## src/rtl/axis_demux_pkg.sv

```systemverilog
// Shared constants and FSM state type for the 1-to-4 AXI4-Stream demultiplexer.
// Latency: n/a (types and constants only).
// Backpressure: n/a.
package axis_demux_pkg;

  localparam int NUM_OUTPUTS = 4;
  localparam int SEL_WIDTH   = 2;

  typedef enum logic {
    IDLE = 1'b0,
    BUSY = 1'b1
  } demux_state_t;

endpackage

```

## src/rtl/axis_demux_if.sv

```systemverilog
// AXI4-Stream bundle: tdata/tvalid/tready/tlast/tuser, one instance per stream.
// Latency: n/a (wiring only).
// Backpressure: tready flows from slave to master; all other signals flow master to slave.
interface axis_demux_if #(
  parameter int DATA_WIDTH = 8,
  parameter int USER_WIDTH = 1
);

  logic [DATA_WIDTH-1:0] tdata;
  logic                  tvalid;
  logic                  tready;
  logic                  tlast;
  logic [USER_WIDTH-1:0] tuser;

  modport master (
    output tdata,
    output tvalid,
    output tlast,
    output tuser,
    input  tready
  );

  modport slave (
    input  tdata,
    input  tvalid,
    input  tlast,
    input  tuser,
    output tready
  );

endinterface

```

## src/rtl/axis_demux_out_reg.sv

```systemverilog
// Two-entry skid register (main + temp) for one demux output.
// Latency: a beat loaded at cycle k is presented with tvalid at k+1.
// Backpressure: ready_early_o says a beat may be loaded next cycle without overflow.
//
// Ports: clk/rst; load_i with tdata_i/tlast_i/tuser_i is the incoming beat;
// tdata_o/tvalid_o/tlast_o/tuser_o/tready_i is the downstream AXI-Stream side.
module axis_demux_out_reg
  import axis_demux_pkg::*;
#(
  parameter int DATA_WIDTH = 8,
  parameter int USER_WIDTH = 1
) (
  input  logic                  clk,
  input  logic                  rst,
  input  logic                  load_i,
  input  logic [DATA_WIDTH-1:0] tdata_i,
  input  logic                  tlast_i,
  input  logic [USER_WIDTH-1:0] tuser_i,
  output logic [DATA_WIDTH-1:0] tdata_o,
  output logic                  tvalid_o,
  input  logic                  tready_i,
  output logic                  tlast_o,
  output logic [USER_WIDTH-1:0] tuser_o,
  output logic                  ready_early_o
);

  localparam int BW = DATA_WIDTH + USER_WIDTH + 1;

  logic [BW-1:0] beat_in;
  logic          m_vld_q, m_vld_d;
  logic [BW-1:0] m_dat_q, m_dat_d;
  logic          t_vld_q, t_vld_d;
  logic [BW-1:0] t_dat_q, t_dat_d;

  assign beat_in = {tlast_i, tuser_i, tdata_i};

  always_comb begin
    m_vld_d = m_vld_q;
    m_dat_d = m_dat_q;
    t_vld_d = t_vld_q;
    t_dat_d = t_dat_q;
    if (tready_i || !m_vld_q) begin
      // Main slot frees up this cycle. Older temp beat goes first to keep order.
      if (t_vld_q) begin
        m_vld_d = 1'b1;
        m_dat_d = t_dat_q;
        t_vld_d = load_i;
        if (load_i) begin
          t_dat_d = beat_in;
        end
      end else begin
        m_vld_d = load_i;
        if (load_i) begin
          m_dat_d = beat_in;
        end
      end
    end else if (load_i) begin
      // Main is stalled; park the beat in temp.
      t_vld_d = 1'b1;
      t_dat_d = beat_in;
    end
  end

  // Temp stays empty next cycle, so one more beat can always be absorbed.
  assign ready_early_o = !t_vld_q && (tready_i || !m_vld_q || !load_i);

  always_ff @(posedge clk) begin
    if (rst) begin
      m_vld_q <= 1'b0;
      m_dat_q <= '0;
      t_vld_q <= 1'b0;
      t_dat_q <= '0;
    end else begin
      m_vld_q <= m_vld_d;
      m_dat_q <= m_dat_d;
      t_vld_q <= t_vld_d;
      t_dat_q <= t_dat_d;
    end
  end

  assign tvalid_o = m_vld_q;
  assign tdata_o  = m_dat_q[DATA_WIDTH-1:0];
  assign tuser_o  = m_dat_q[DATA_WIDTH +: USER_WIDTH];
  assign tlast_o  = m_dat_q[BW-1];

endmodule

```

## src/rtl/axis_demux_4.sv

```systemverilog
// 1-to-4 AXI4-Stream frame demux; destination/drop chosen once per frame, held to tlast.
// Latency: accepted beat appears on its output one cycle later; one idle input cycle per frame start.
// Backpressure: registered input tready tracks the selected skid stage; always 1 in drop mode.
//
// Ports: clk/rst (sync, active-high); input_axis slave stream; output_0..3_axis
// master streams; enable gates new frames; drop/select sampled at frame start.
module axis_demux_4
  import axis_demux_pkg::*;
#(
  parameter int DATA_WIDTH  = 8,
  parameter int USER_ENABLE = 1,
  parameter int USER_WIDTH  = 1
) (
  input  logic                 clk,
  input  logic                 rst,
  axis_demux_if.slave          input_axis,
  axis_demux_if.master         output_0_axis,
  axis_demux_if.master         output_1_axis,
  axis_demux_if.master         output_2_axis,
  axis_demux_if.master         output_3_axis,
  input  logic                 enable,
  input  logic                 drop,
  input  logic [SEL_WIDTH-1:0] select
);

  demux_state_t         state_q;
  logic [SEL_WIDTH-1:0] sel_q;
  logic                 drop_q;
  logic                 in_rdy_q;

  logic                  accept;
  logic [USER_WIDTH-1:0] user_in;

  logic [NUM_OUTPUTS-1:0]                 load;
  logic [NUM_OUTPUTS-1:0]                 ready_early;
  logic [NUM_OUTPUTS-1:0]                 out_vld;
  logic [NUM_OUTPUTS-1:0]                 out_rdy;
  logic [NUM_OUTPUTS-1:0]                 out_last;
  logic [NUM_OUTPUTS-1:0][DATA_WIDTH-1:0] out_dat;
  logic [NUM_OUTPUTS-1:0][USER_WIDTH-1:0] out_user;

  assign accept  = input_axis.tvalid && in_rdy_q;
  assign user_in = (USER_ENABLE != 0) ? input_axis.tuser : '0;
  assign input_axis.tready = in_rdy_q;

  always_ff @(posedge clk) begin
    if (rst) begin
      state_q  <= IDLE;
      sel_q    <= '0;
      drop_q   <= 1'b0;
      in_rdy_q <= 1'b0;
    end else begin
      case (state_q)
        IDLE: begin
          if (input_axis.tvalid && enable) begin
            state_q  <= BUSY;
            sel_q    <= select;
            drop_q   <= drop;
            // The chosen output may still hold a full skid from its previous frame.
            in_rdy_q <= drop || ready_early[select];
          end else begin
            in_rdy_q <= 1'b0;
          end
        end
        BUSY: begin
          if (accept && input_axis.tlast) begin
            state_q  <= IDLE;
            in_rdy_q <= 1'b0;
          end else begin
            in_rdy_q <= drop_q || ready_early[sel_q];
          end
        end
        default: begin
          state_q  <= IDLE;
          in_rdy_q <= 1'b0;
        end
      endcase
    end
  end

  for (genvar g = 0; g < NUM_OUTPUTS; g++) begin : g_out
    assign load[g] = accept && !drop_q && (sel_q == SEL_WIDTH'(g));

    axis_demux_out_reg #(
      .DATA_WIDTH (DATA_WIDTH),
      .USER_WIDTH (USER_WIDTH)
    ) u_out_reg (
      .clk           (clk),
      .rst           (rst),
      .load_i        (load[g]),
      .tdata_i       (input_axis.tdata),
      .tlast_i       (input_axis.tlast),
      .tuser_i       (user_in),
      .tdata_o       (out_dat[g]),
      .tvalid_o      (out_vld[g]),
      .tready_i      (out_rdy[g]),
      .tlast_o       (out_last[g]),
      .tuser_o       (out_user[g]),
      .ready_early_o (ready_early[g])
    );
  end

  assign out_rdy[0]           = output_0_axis.tready;
  assign output_0_axis.tdata  = out_dat[0];
  assign output_0_axis.tvalid = out_vld[0];
  assign output_0_axis.tlast  = out_last[0];
  assign output_0_axis.tuser  = out_user[0];

  assign out_rdy[1]           = output_1_axis.tready;
  assign output_1_axis.tdata  = out_dat[1];
  assign output_1_axis.tvalid = out_vld[1];
  assign output_1_axis.tlast  = out_last[1];
  assign output_1_axis.tuser  = out_user[1];

  assign out_rdy[2]           = output_2_axis.tready;
  assign output_2_axis.tdata  = out_dat[2];
  assign output_2_axis.tvalid = out_vld[2];
  assign output_2_axis.tlast  = out_last[2];
  assign output_2_axis.tuser  = out_user[2];

  assign out_rdy[3]           = output_3_axis.tready;
  assign output_3_axis.tdata  = out_dat[3];
  assign output_3_axis.tvalid = out_vld[3];
  assign output_3_axis.tlast  = out_last[3];
  assign output_3_axis.tuser  = out_user[3];

endmodule
```

## src/flat_wrapper.sv

```systemverilog
// flat-port wrapper written by rule: the top's interface ports become plain ports
module axis_demux_4_flat import axis_demux_pkg::*;
#(
  parameter int DATA_WIDTH  = 8,
  parameter int USER_ENABLE = 1,
  parameter int USER_WIDTH  = 1
)
  (clk, rst, enable, drop, select, input_axis_tdata, input_axis_tvalid, input_axis_tlast, input_axis_tuser, input_axis_tready, output_0_axis_tdata, output_0_axis_tvalid, output_0_axis_tlast, output_0_axis_tuser, output_0_axis_tready, output_1_axis_tdata, output_1_axis_tvalid, output_1_axis_tlast, output_1_axis_tuser, output_1_axis_tready, output_2_axis_tdata, output_2_axis_tvalid, output_2_axis_tlast, output_2_axis_tuser, output_2_axis_tready, output_3_axis_tdata, output_3_axis_tvalid, output_3_axis_tlast, output_3_axis_tuser, output_3_axis_tready);
  axis_demux_if #(.DATA_WIDTH(DATA_WIDTH), .USER_WIDTH(USER_WIDTH)) input_axis_i ();
  axis_demux_if #(.DATA_WIDTH(DATA_WIDTH), .USER_WIDTH(USER_WIDTH)) output_0_axis_i ();
  axis_demux_if #(.DATA_WIDTH(DATA_WIDTH), .USER_WIDTH(USER_WIDTH)) output_1_axis_i ();
  axis_demux_if #(.DATA_WIDTH(DATA_WIDTH), .USER_WIDTH(USER_WIDTH)) output_2_axis_i ();
  axis_demux_if #(.DATA_WIDTH(DATA_WIDTH), .USER_WIDTH(USER_WIDTH)) output_3_axis_i ();
  input  logic clk;
  input  logic rst;
  input  logic enable;
  input  logic drop;
  input  logic [SEL_WIDTH-1:0] select;
  input wire logic [$bits(input_axis_i.tdata)-1:0] input_axis_tdata;
  input wire logic [$bits(input_axis_i.tvalid)-1:0] input_axis_tvalid;
  input wire logic [$bits(input_axis_i.tlast)-1:0] input_axis_tlast;
  input wire logic [$bits(input_axis_i.tuser)-1:0] input_axis_tuser;
  output wire logic [$bits(input_axis_i.tready)-1:0] input_axis_tready;
  output wire logic [$bits(output_0_axis_i.tdata)-1:0] output_0_axis_tdata;
  output wire logic [$bits(output_0_axis_i.tvalid)-1:0] output_0_axis_tvalid;
  output wire logic [$bits(output_0_axis_i.tlast)-1:0] output_0_axis_tlast;
  output wire logic [$bits(output_0_axis_i.tuser)-1:0] output_0_axis_tuser;
  input wire logic [$bits(output_0_axis_i.tready)-1:0] output_0_axis_tready;
  output wire logic [$bits(output_1_axis_i.tdata)-1:0] output_1_axis_tdata;
  output wire logic [$bits(output_1_axis_i.tvalid)-1:0] output_1_axis_tvalid;
  output wire logic [$bits(output_1_axis_i.tlast)-1:0] output_1_axis_tlast;
  output wire logic [$bits(output_1_axis_i.tuser)-1:0] output_1_axis_tuser;
  input wire logic [$bits(output_1_axis_i.tready)-1:0] output_1_axis_tready;
  output wire logic [$bits(output_2_axis_i.tdata)-1:0] output_2_axis_tdata;
  output wire logic [$bits(output_2_axis_i.tvalid)-1:0] output_2_axis_tvalid;
  output wire logic [$bits(output_2_axis_i.tlast)-1:0] output_2_axis_tlast;
  output wire logic [$bits(output_2_axis_i.tuser)-1:0] output_2_axis_tuser;
  input wire logic [$bits(output_2_axis_i.tready)-1:0] output_2_axis_tready;
  output wire logic [$bits(output_3_axis_i.tdata)-1:0] output_3_axis_tdata;
  output wire logic [$bits(output_3_axis_i.tvalid)-1:0] output_3_axis_tvalid;
  output wire logic [$bits(output_3_axis_i.tlast)-1:0] output_3_axis_tlast;
  output wire logic [$bits(output_3_axis_i.tuser)-1:0] output_3_axis_tuser;
  input wire logic [$bits(output_3_axis_i.tready)-1:0] output_3_axis_tready;
  assign input_axis_i.tdata = input_axis_tdata;
  assign input_axis_i.tvalid = input_axis_tvalid;
  assign input_axis_i.tlast = input_axis_tlast;
  assign input_axis_i.tuser = input_axis_tuser;
  assign input_axis_tready = input_axis_i.tready;
  assign output_0_axis_tdata = output_0_axis_i.tdata;
  assign output_0_axis_tvalid = output_0_axis_i.tvalid;
  assign output_0_axis_tlast = output_0_axis_i.tlast;
  assign output_0_axis_tuser = output_0_axis_i.tuser;
  assign output_0_axis_i.tready = output_0_axis_tready;
  assign output_1_axis_tdata = output_1_axis_i.tdata;
  assign output_1_axis_tvalid = output_1_axis_i.tvalid;
  assign output_1_axis_tlast = output_1_axis_i.tlast;
  assign output_1_axis_tuser = output_1_axis_i.tuser;
  assign output_1_axis_i.tready = output_1_axis_tready;
  assign output_2_axis_tdata = output_2_axis_i.tdata;
  assign output_2_axis_tvalid = output_2_axis_i.tvalid;
  assign output_2_axis_tlast = output_2_axis_i.tlast;
  assign output_2_axis_tuser = output_2_axis_i.tuser;
  assign output_2_axis_i.tready = output_2_axis_tready;
  assign output_3_axis_tdata = output_3_axis_i.tdata;
  assign output_3_axis_tvalid = output_3_axis_i.tvalid;
  assign output_3_axis_tlast = output_3_axis_i.tlast;
  assign output_3_axis_tuser = output_3_axis_i.tuser;
  assign output_3_axis_i.tready = output_3_axis_tready;
  axis_demux_4 #(.DATA_WIDTH(DATA_WIDTH), .USER_ENABLE(USER_ENABLE), .USER_WIDTH(USER_WIDTH)) u_core (.clk(clk), .rst(rst), .input_axis(input_axis_i), .output_0_axis(output_0_axis_i), .output_1_axis(output_1_axis_i), .output_2_axis(output_2_axis_i), .output_3_axis(output_3_axis_i), .enable(enable), .drop(drop), .select(select));
endmodule
```

## config.mk

```make
export PLATFORM = sky130hd
export DESIGN_NAME = axis_demux_4_flat
export DESIGN_NICKNAME = d
export VERILOG_FILES = /design/src/rtl/axis_demux_pkg.sv /design/src/rtl/axis_demux_if.sv /design/src/rtl/axis_demux_out_reg.sv /design/src/rtl/axis_demux_4.sv /design/src/flat_wrapper.sv
export SDC_FILE = /design/constraint.sdc
export NUM_CORES = 1
export LEC_CHECK = 0
export CORE_AREA = 2 2 94 96
export CTS_BUF_LIST = sky130_fd_sc_hd__clkbuf_16
export CTS_CLUSTER_DIAMETER = 100
export DETAILED_ROUTE_END_ITERATION = 7
export DIE_AREA = 0 0 96 98
export PLACE_DENSITY_LB_ADDON = 0.05
export SETUP_SLACK_MARGIN = 0.5
export SLEW_MARGIN = 30
export SYNTH_ARGS = -nofsm -noshare
export SYNTH_HDL_FRONTEND = slang
export SYNTH_HIERARCHICAL = 1
export SYNTH_SLANG_ARGS = --single-unit
```

## constraint.sdc

```tcl
create_clock -name clk -period 2.5 [get_ports clk]
set_input_delay 0.625 -clock clk [delete_from_list [all_inputs] [get_ports clk]]
set_output_delay 0.625 -clock clk [all_outputs]
set_load 0.02 [all_outputs]
```

# Word level (Yosys, flattened, before mapping)
# Index checks and enable logic that the tools add are counted.
# Widths: inputs -> output; s select.
# classes
bitwise	1
magnitude_cmp	2
eq_ne	7
mux	46
reduce_logical	49
# ops
cell	count
$mux 10	20
$mux 1	22
$reduce_bool 2->1	8
$logic_not 1->1	13
$logic_and 1x1->1	12
$logic_or 1x1->1	10
$reduce_and 2->1	5
$ne 2x2->1 const B	4
$lt 2x3->1 const B	2
$bmux 1 s2	2
$eq 2x2->1 const B	2
$pmux 1 s2	2
$eq 2x1->1 const B	1
$logic_not 2->1	1
$not 1->1	1
# totals
out_inout_bits	45
ff_bits	93
elab_cells	125

# Longest topological paths before layout
# Gate-level depths: netlist of run 1.
# depth
word_depth	11
ltp_mapped	6
mapped_depth_nobuf	6

# Cells and area by module
# Netlist of run 1, hierarchy kept.
# by_module_without_submodules
mod	seq_area_each_um2	n_inst	cells_each	area_per_inst_um2
axis_demux_out_reg	440.4	4	101	1028.5
axis_demux_4	100.1	1	33	311.5

# Worst setup path after synthesis of run 1
# Ideal clock, no wire load.
# synth_path
kind	input to register
start	input port input_axis_tvalid
end	register u_core.in_rdy_q (netlist: u_core/input_axis.tready)
arrival_time_ns	1.923
slack_ns	0.439
setup_time_ns	0.138
path_stages	5
n_path_buf	0
path_cell_list	nand2_1 nor4b_1 a21oi_1 a2111oi_0 o22ai_1
# synth_between
elab_chain_cells	11
elab_cells_between_ends	29
# synth_rtl
element	line	text
from (decl)	flat_wrapper.sv:20	input wire logic [$bits(input_axis_i.tvalid)-1:0] input_axis_tvalid;
$logic_and 1x1->1 (*)	axis_demux_4.sv:42	assign accept = input_axis.tvalid && in_rdy_q;
$logic_and 1x1->1 (*) (2 in series)	axis_demux_4.sv:82	assign load[g] = accept && !drop_q && (sel_q == SEL_WIDTH'(g));
via u_core.load[1]	axis_demux_4.sv:34	logic [NUM_OUTPUTS-1:0] load;
$logic_not 1->1 (*)	axis_demux_out_reg.sv:65	assign ready_early_o = !t_vld_q && (tready_i || !m_vld_q || !load_i);
$logic_or 1x1->1 (*)	axis_demux_out_reg.sv:65	
$logic_and 1x1->1 (*)	axis_demux_out_reg.sv:65	
via u_core.ready_early[1]	axis_demux_4.sv:35	logic [NUM_OUTPUTS-1:0] ready_early;
$bmux 1 s2 (on tied branches)	axis_demux_4.sv:70, axis_demux_4.sv:60	
$mux 1 (on tied branches)	axis_demux_4.sv:70, axis_demux_4.sv:60	
$logic_or 1x1->1 (on tied branches)	axis_demux_4.sv:70, axis_demux_4.sv:60	
$mux 1 (on tied branches)	axis_demux_4.sv:66, axis_demux_4.sv:55	
$pmux 1 s2 (*)	axis_demux_4.sv:53	case (state_q)
to (signal assigned)	axis_demux_4.sv:60	in_rdy_q <= drop || ready_early[select];
to (signal assigned)	axis_demux_4.sv:70	in_rdy_q <= drop_q || ready_early[sel_q];
to (decl)	axis_demux_4.sv:29	logic in_rdy_q;
# The timed path passes the listed nets; every way through them passes the cells marked *. The select of a mux whose other input is x is not followed.
# A chain may end at the register's enable or synchronous reset.

# Final worst setup path of run 1
# layout_path
start	register u_core.g_out[0].u_out_reg.m_dat_q[2]
end	output port output_0_axis_tdata[2]
# layout_rtl
element	line	text
from (decl)	axis_demux_out_reg.sv:31	logic [BW-1:0] m_dat_q, m_dat_d;
from (signal assigned)	axis_demux_out_reg.sv:75	m_dat_q <= m_dat_d;
to (decl)	flat_wrapper.sv:24	output wire logic [$bits(output_0_axis_i.tdata)-1:0] output_0_axis_tdata;
# No word-level cell between the ends.

==> flow_summary.yaml, run 1 <==
layout:
  antenna_cells: 0
  areaGrowthSynthToFinish_pct: 25.4
  nNetsFinal: 525
  drive_above_1_share_pct: 12.4
timing:
  fin_ws_ns: 0.564
  fin_crit_sh_pct: 77.4
  slew_violations: 0
  whs_ns: 0.470
  rsz0062_at_grt: "false"
  timing.slew.headroom_pct: 52.6
  final.min_clock_period_ns: 1.94
  setup_viol_count_final: 0
  skew_ns: 0.00542
  tightest_slew_ns: 0.710
  fmax_mhz: 517
  hold_viol: 0
route:
  wl_per_cell_um: 15.9
  dr.pass1.iters: 4
  dr.first_iter.drc_count: 127
  routed_wl_mm: 9.79
  viasPerCell: 5.42
  ant_nets: 0
  route.detailed.drc: 0
  vias: 3347
power:
  power.density_nw_per_um2: 544
  p_leak_nw: 1.77
  irDropWorstVdd_v: 0.000295
  power_w: 0.00302
clock_network:
  cts_tree: "yes"
  clk_pin_slew_worst_paths_ns: 0.06
  cts-root-buf: "clkbuf_16"
  clk_latency_ns: 0.33
  clockBufferDepth: 2
  h-tree-depth: 3
  clock_sinks: 93
  hold_buffers: 0
  cts_buffers: 9
yosys:
  synth_fp_nets: 458
  synth_cells: 437
  syn_avg_cell_area_um2: 10.1
  synth_top_area_share_pct: 42.1
  synth_cell_types: 30
  synth_area_um2: 4430
  synth_area_leaders: "dfxtp_1, mux2i_1, nand2b_1, a211oi_1, a21oi_1"
  ys_warn_count: 6
  yosysTopAreaCell: "dfxtp_1"
  postSynth.asyncResetShare_pct: 0
  seq_area_frac_synth_pct: 42.1
  synth-main-ff-cell: "dfxtp_1"
  synth-edff-count: 0
  synth_seq_cells: 93
floorplan:
  ios: 66
  core_area_um2: 8470
  dieWidth_um: 96
  dieHeight_um: 98
  dieArea_um2: 9410
  core.rowCount: 34
  start_util_pct: 52.3
global_routing:
  grt_pass1_vias: 3270
  grt_pass1_wl_mm: 16.3
  grt_usage_pct: 21.9
  grt_max_degree: 49
  antenna_found_initial: 0
  grt-ovfl-total: 0
worst_setup_path:
  critPathCaptureType: "output pin"
  critPathRequiredTime_ns: 1.88
  crit_arrival_ns: 1.31
  crit_chain: "clkdlybuf4s50_1"
  path_class: "register to output pin"
  worst_path_largest_cell_delay_ns: 0.62
  crit_slowest_cell: "clkdlybuf4s50_1"
  crit_fanout: 2
  path_buf_inv: 1
  setup.worst_path.start_class: "register"
  path_delay_family: "buffers and inverters"
placement:
  post-place-ws_ns: -0.00877
  io_buffers: 65
  dpl.hpwl_mm: 6.53
  place_congestion: 0.809
min_path:
  min_path_type: "register to register"
run_status:
  status: "finished, final reports clean"
flow_run:
  max_cap_viol_count: 0
==> power breakdown <==
group / total (W) / internal (W) / switching, W
sequential: 0.00152 / 0.00150 / 0.0000165
clock: 0.00124 / 0.000667 / 0.000578
combinational: 0.000258 / 0.000125 / 0.000133
==> final cells by class <==
| type | instances | area [um2] |
|---|---|---|
| well taps | 108 | 135 |
| clock buffers | 9 | 225 |
| inverters | 1 | 3.75 |
| flip-flops and latches | 93 | 1860 |
| repair buffers | 89 | 916 |
| fillers | 723 | 2920 |
| clock inverters | 7 | 43.8 |
| multi-input cells | 310 | 2360 |
==> through the flow <==
| stage | cells | area (um2) | util, % | setup TNS (ns) |
|---|---|---|---|---|
| finish | 617 | 5550 | 65.5 | 0 |
| global route | 617 | 5550 | 65.5 | 0 |
| CTS | 617 | 5550 | 65.5 | 0 |
| detailed placement | 600 | 5210 | 61.6 | -0.00877 |
| global placement | 600 | 5210 | 61.6 | -0.0122 |
| floorplan | 437 | 4440 | - | 0 |
==> layout by cell type (no fill, tap or decap), types with 2 or more instances in the layout <==
cell type	count
mux2i_1	86
clkdlybuf4s50_1	63
nor2_2	3
or2_4	3
dfxtp_1	93
buf_12	7
nor2_1	8
or2b_1	4
a21oi_1	48
nand2_1	5
clkbuf_16	9
a211oi_1	40
o21a_1	4
nor2b_4	4
buf_4	16
inv_1	2
o21ai_0	4
a21oi_2	5
nand2b_1	80
clkinvlp_4	3
==> path summary, 6_finish.rpt <==
kind                                                startpoint                                                 to  slack, ns  cells after the start
max reg2reg                       u_core/sel_q[0]$_SDFFE_PP0P_  u_core/g_out[1].u_out_reg/m_dat_q[8]$_SDFFE_PP0P_       0.77                      5
min reg2reg  u_core/g_out[1].u_out_reg/t_dat_q[5]$_SDFFE_PP0P_  u_core/g_out[1].u_out_reg/t_dat_q[5]$_SDFFE_PP0P_       0.47                      2
min          u_core/g_out[1].u_out_reg/t_dat_q[5]$_SDFFE_PP0P_  u_core/g_out[1].u_out_reg/t_dat_q[5]$_SDFFE_PP0P_       0.47                      2
max          u_core/g_out[0].u_out_reg/m_dat_q[2]$_SDFFE_PP0P_                             output_0_axis_tdata[2]       0.56                      1
==> sequential cells by signal (all words and copies together) (netlist names) <==
name and cells:
u_core/input_axis.tready 1, u_core/g_out.u_out_reg/tvalid_o 4, u_core/drop_q 1, u_core/g_out.u_out_reg/t_vld_q 4, u_core/g_out.u_out_reg/t_dat_q 40, u_core/g_out.u_out_reg/m_dat_q 40, u_core/sel_q 2, u_core/state_q 1
==> synth_stat cells (5+ instances only) <==
library cell and number:
buf_4 5, buf_6 16, nand2b_1 80, a211oi_1 40, a21oi_1 49, mux2i_1 86
nor2_1 8, nand2_1 6, clkbuf_1 8, dfxtp_1 93
==> repair_timing <==
| item | in CTS | in global routing |
|---|---|---|
| resized for setup | 15 | 0 |
| buffers inserted | 1 | 0 |
| hold endpoints to repair | 0 | 0 |
| setup endpoints to repair | 61 | 0 |
==> layer usage <==
metal,vias up,wire length [um],GRT usage [%]
met5,-,0,0
met4,0,67,5.60
met3,6,272,3.09
met2,50,4800,36.2
met1,1611,4650,30.0
li1,1680,-,-
==> cells by family (layout without fill, tap and decap cells) <==
family / count (synthesis) / in the layout / share of synthesized area [%]
AOI/OAI and AO/OA: 105 / 105 / 15.0
buffers and inverters: 34 / 106 / 6.14
DFF: 93 / 93 / 42.1
muxes: 86 / 86 / 19.5
and+or+nand+nor: 119 / 119 / 17.3
==> tightest hold or removal path, stage by stage, from the launching register on <==
cell and delay [ns]:
dfxtp_1 0.31, nand2b_1 0.06, mux2i_1 0.05
No activity file was read; power rests on OpenSTA's default activity.
==> run 2, diff against run 1 <==
clock period = 1.83 ns   (was 2.5 ns; I/O delays follow)
==> flow_summary.yaml, run 2 (synthesis gave the netlist of run 1 again) <==
run_status:
  status: "finished, final reports clean"
clock_network:
  cts_tree: "yes"
  h-tree-depth: 3
  clock_sinks: 93
  clk_latency_ns: 0.33
  clk_pin_slew_worst_paths_ns: 0.07
  hold_buffers: 0
  cts-root-buf: "clkbuf_16"
  clockBufferDepth: 2
  cts_buffers: 9
floorplan:
  dieArea_um2: 9410
  start_util_pct: 52.3
  ios: 66
  core_area_um2: 8470
  dieWidth_um: 96
  core.rowCount: 34
  dieHeight_um: 98
timing:
  fin_crit_sh_pct: 89.2
  slew_violations: 0
  final.min_clock_period_ns: 1.63
  tightest_slew_ns: 0.509
  finalSetupTns_ns: 0
  fmax_mhz: 613
  rsz0062_at_grt: "true"
  setup_viol_count_final: 0
  skew_ns: 0.00793
  timing.slew.headroom_pct: 66.1
  hold_viol: 0
worst_setup_path:
  critPathCaptureType: "register"
  reg2reg_to: "u_core/input_axis.tready$_SDFF_PP0_"
  path_class: "register to register"
  reg2reg_slack_ns: 0.20
  crit_slowest_cell: "dfxtp_4"
  critPathLaunch: "u_core/input_axis.tready$_SDFF_PP0_"
  path_buf_inv: 1
  path_delay_family: "simple AND/OR/NAND/NOR gates"
  crit_end: "u_core/input_axis.tready$_SDFF_PP0_"
  critPathRequiredTime_ns: 2.03
  r2r_start: "u_core/input_axis.tready$_SDFF_PP0_"
  cp.depth: 7
  setup.worst_path.start_class: "register"
  worst_path_largest_cell_delay_ns: 0.38
  crit_fanout: 4
  crit_arrival_ns: 1.84
  crit_chain: "nand2_8, nor4bb_4, buf_4, a21oi_2, mux2i_1, a22o_1, o22ai_1"
  rr_worst_depth: 7
layout:
  final_cell_mix: "mux2i_1, dfxtp_1, nand2b_1"
  mostFrequentLayoutCell: "mux2i_1"
  fillers: 649
  final_util_pct: 72.4
  nNetsFinal: 562
  areaGrowthSynthToFinish_pct: 38.5
  drive_above_1_share_pct: 35.7
  reg_top3: "u_core/g_out.u_out_reg/m_dat_q: 40 flops, u_core/g_out.u_out_reg/t_dat_q: 40 flops"
  stdcell_count: 654
  antenna_cells: 0
route:
  vias: 3592
  dr.pass1.iters: 4
  ant_nets: 0
  routed_wl_mm: 11.3
  viasPerCell: 5.49
  route.detailed.drc: 0
  wl_per_cell_um: 17.3
  dr.first_iter.drc_count: 104
placement:
  io_buffers: 65
  place_inst: 625
  dpl.hpwl_mm: 7.04
  place_congestion: 0.763
global_routing:
  grt_max_degree: 78
  grt_pass1_vias: 3425
  grt_usage_pct: 23.4
  grt_pass1_wl_mm: 17.3
  grt-ovfl-total: 0
  antenna_found_initial: 0
min_path:
  min_path_type: "input pin to register"
power:
  power_w: 0.00430
  p_leak_nw: 2.21
  irDropWorstVdd_v: 0.000419
  power.density_nw_per_um2: 702
flow_run:
  max_cap_viol_count: 0
-- run 2: worst min path at each step --
stage | start | cells past startpoint | to | slack (ns)
6_report | rst | 2 | u_core/g_out[3].u_out_reg/tvalid_o$_SDFFE_PP0P_ | 0.46
5_1_grt | rst | 2 | u_core/g_out[3].u_out_reg/tvalid_o$_SDFFE_PP0P_ | 0.48
4_1_cts | rst | 2 | u_core/g_out[3].u_out_reg/tvalid_o$_SDFFE_PP0P_ | 0.46
3_3_place_gp | u_core/g_out[3].u_out_reg/t_dat_q[1]$_SDFFE_PP0P_ | 2 | u_core/g_out[3].u_out_reg/t_dat_q[1]$_SDFFE_PP0P_ | 0.46
3_5_place_dp | u_core/g_out[0].u_out_reg/t_dat_q[4]$_SDFFE_PP0P_ | 2 | u_core/g_out[0].u_out_reg/t_dat_q[4]$_SDFFE_PP0P_ | 0.46
2_1_floorplan | u_core/state_q$_SDFF_PP0_ | 2 | u_core/state_q$_SDFF_PP0_ | 0.44
-- run 2: stage by stage --
stage               worst slack (ns)  hold slack, ns  cell area [um2]
global placement              -0.438           0.458             5520
global route                  0.0937           0.478             6130
CTS                            0.266           0.460             5790
floorplan                      0.261           0.444             4500
finish                         0.198           0.463             6130
detailed placement            -0.510           0.462             5520
-- run 2: cell type report --
| type | instances | area, um2 | area share (%) |
|---|---|---|---|
| timing repair buffer | 126 | 1210 | 19.7 |
| clock inverter | 7 | 60.1 | 0.980 |
| inverter | 1 | 3.75 | 0.0612 |
| clock buffer | 9 | 225 | 3.67 |
| multi-input combinational | 310 | 2610 | 42.7 |
| sequential | 93 | 1880 | 30.7 |
| tap | 108 | 135 | 2.20 |
-- run 2: report_power, final --
group / internal (W) / switching [W]
clock: 0.00104 / 0.000766
sequential: 0.00205 / 0.0000233
combinational: 0.000203 / 0.000220
total: 0.00329 / 0.00101
-- run 2: timing repair --
item                                    4_1_cts  5_1_grt
gates cloned                                  1        3
hold endpoints to repair                      0        0
buffers inserted                              5        4
pin swaps                                    36       25
gates resized for setup                     223       66
endpoints found under the setup margin      137      108
-- run 2: metal layers --
layer  vias up  track usage (%)  wire, um
li1       1762                -         -
met1      1746             32.7      5260
met2        68             37.1      5510
met3        16             2.70       341
met4         0             8.46       180
met5         -                0         0
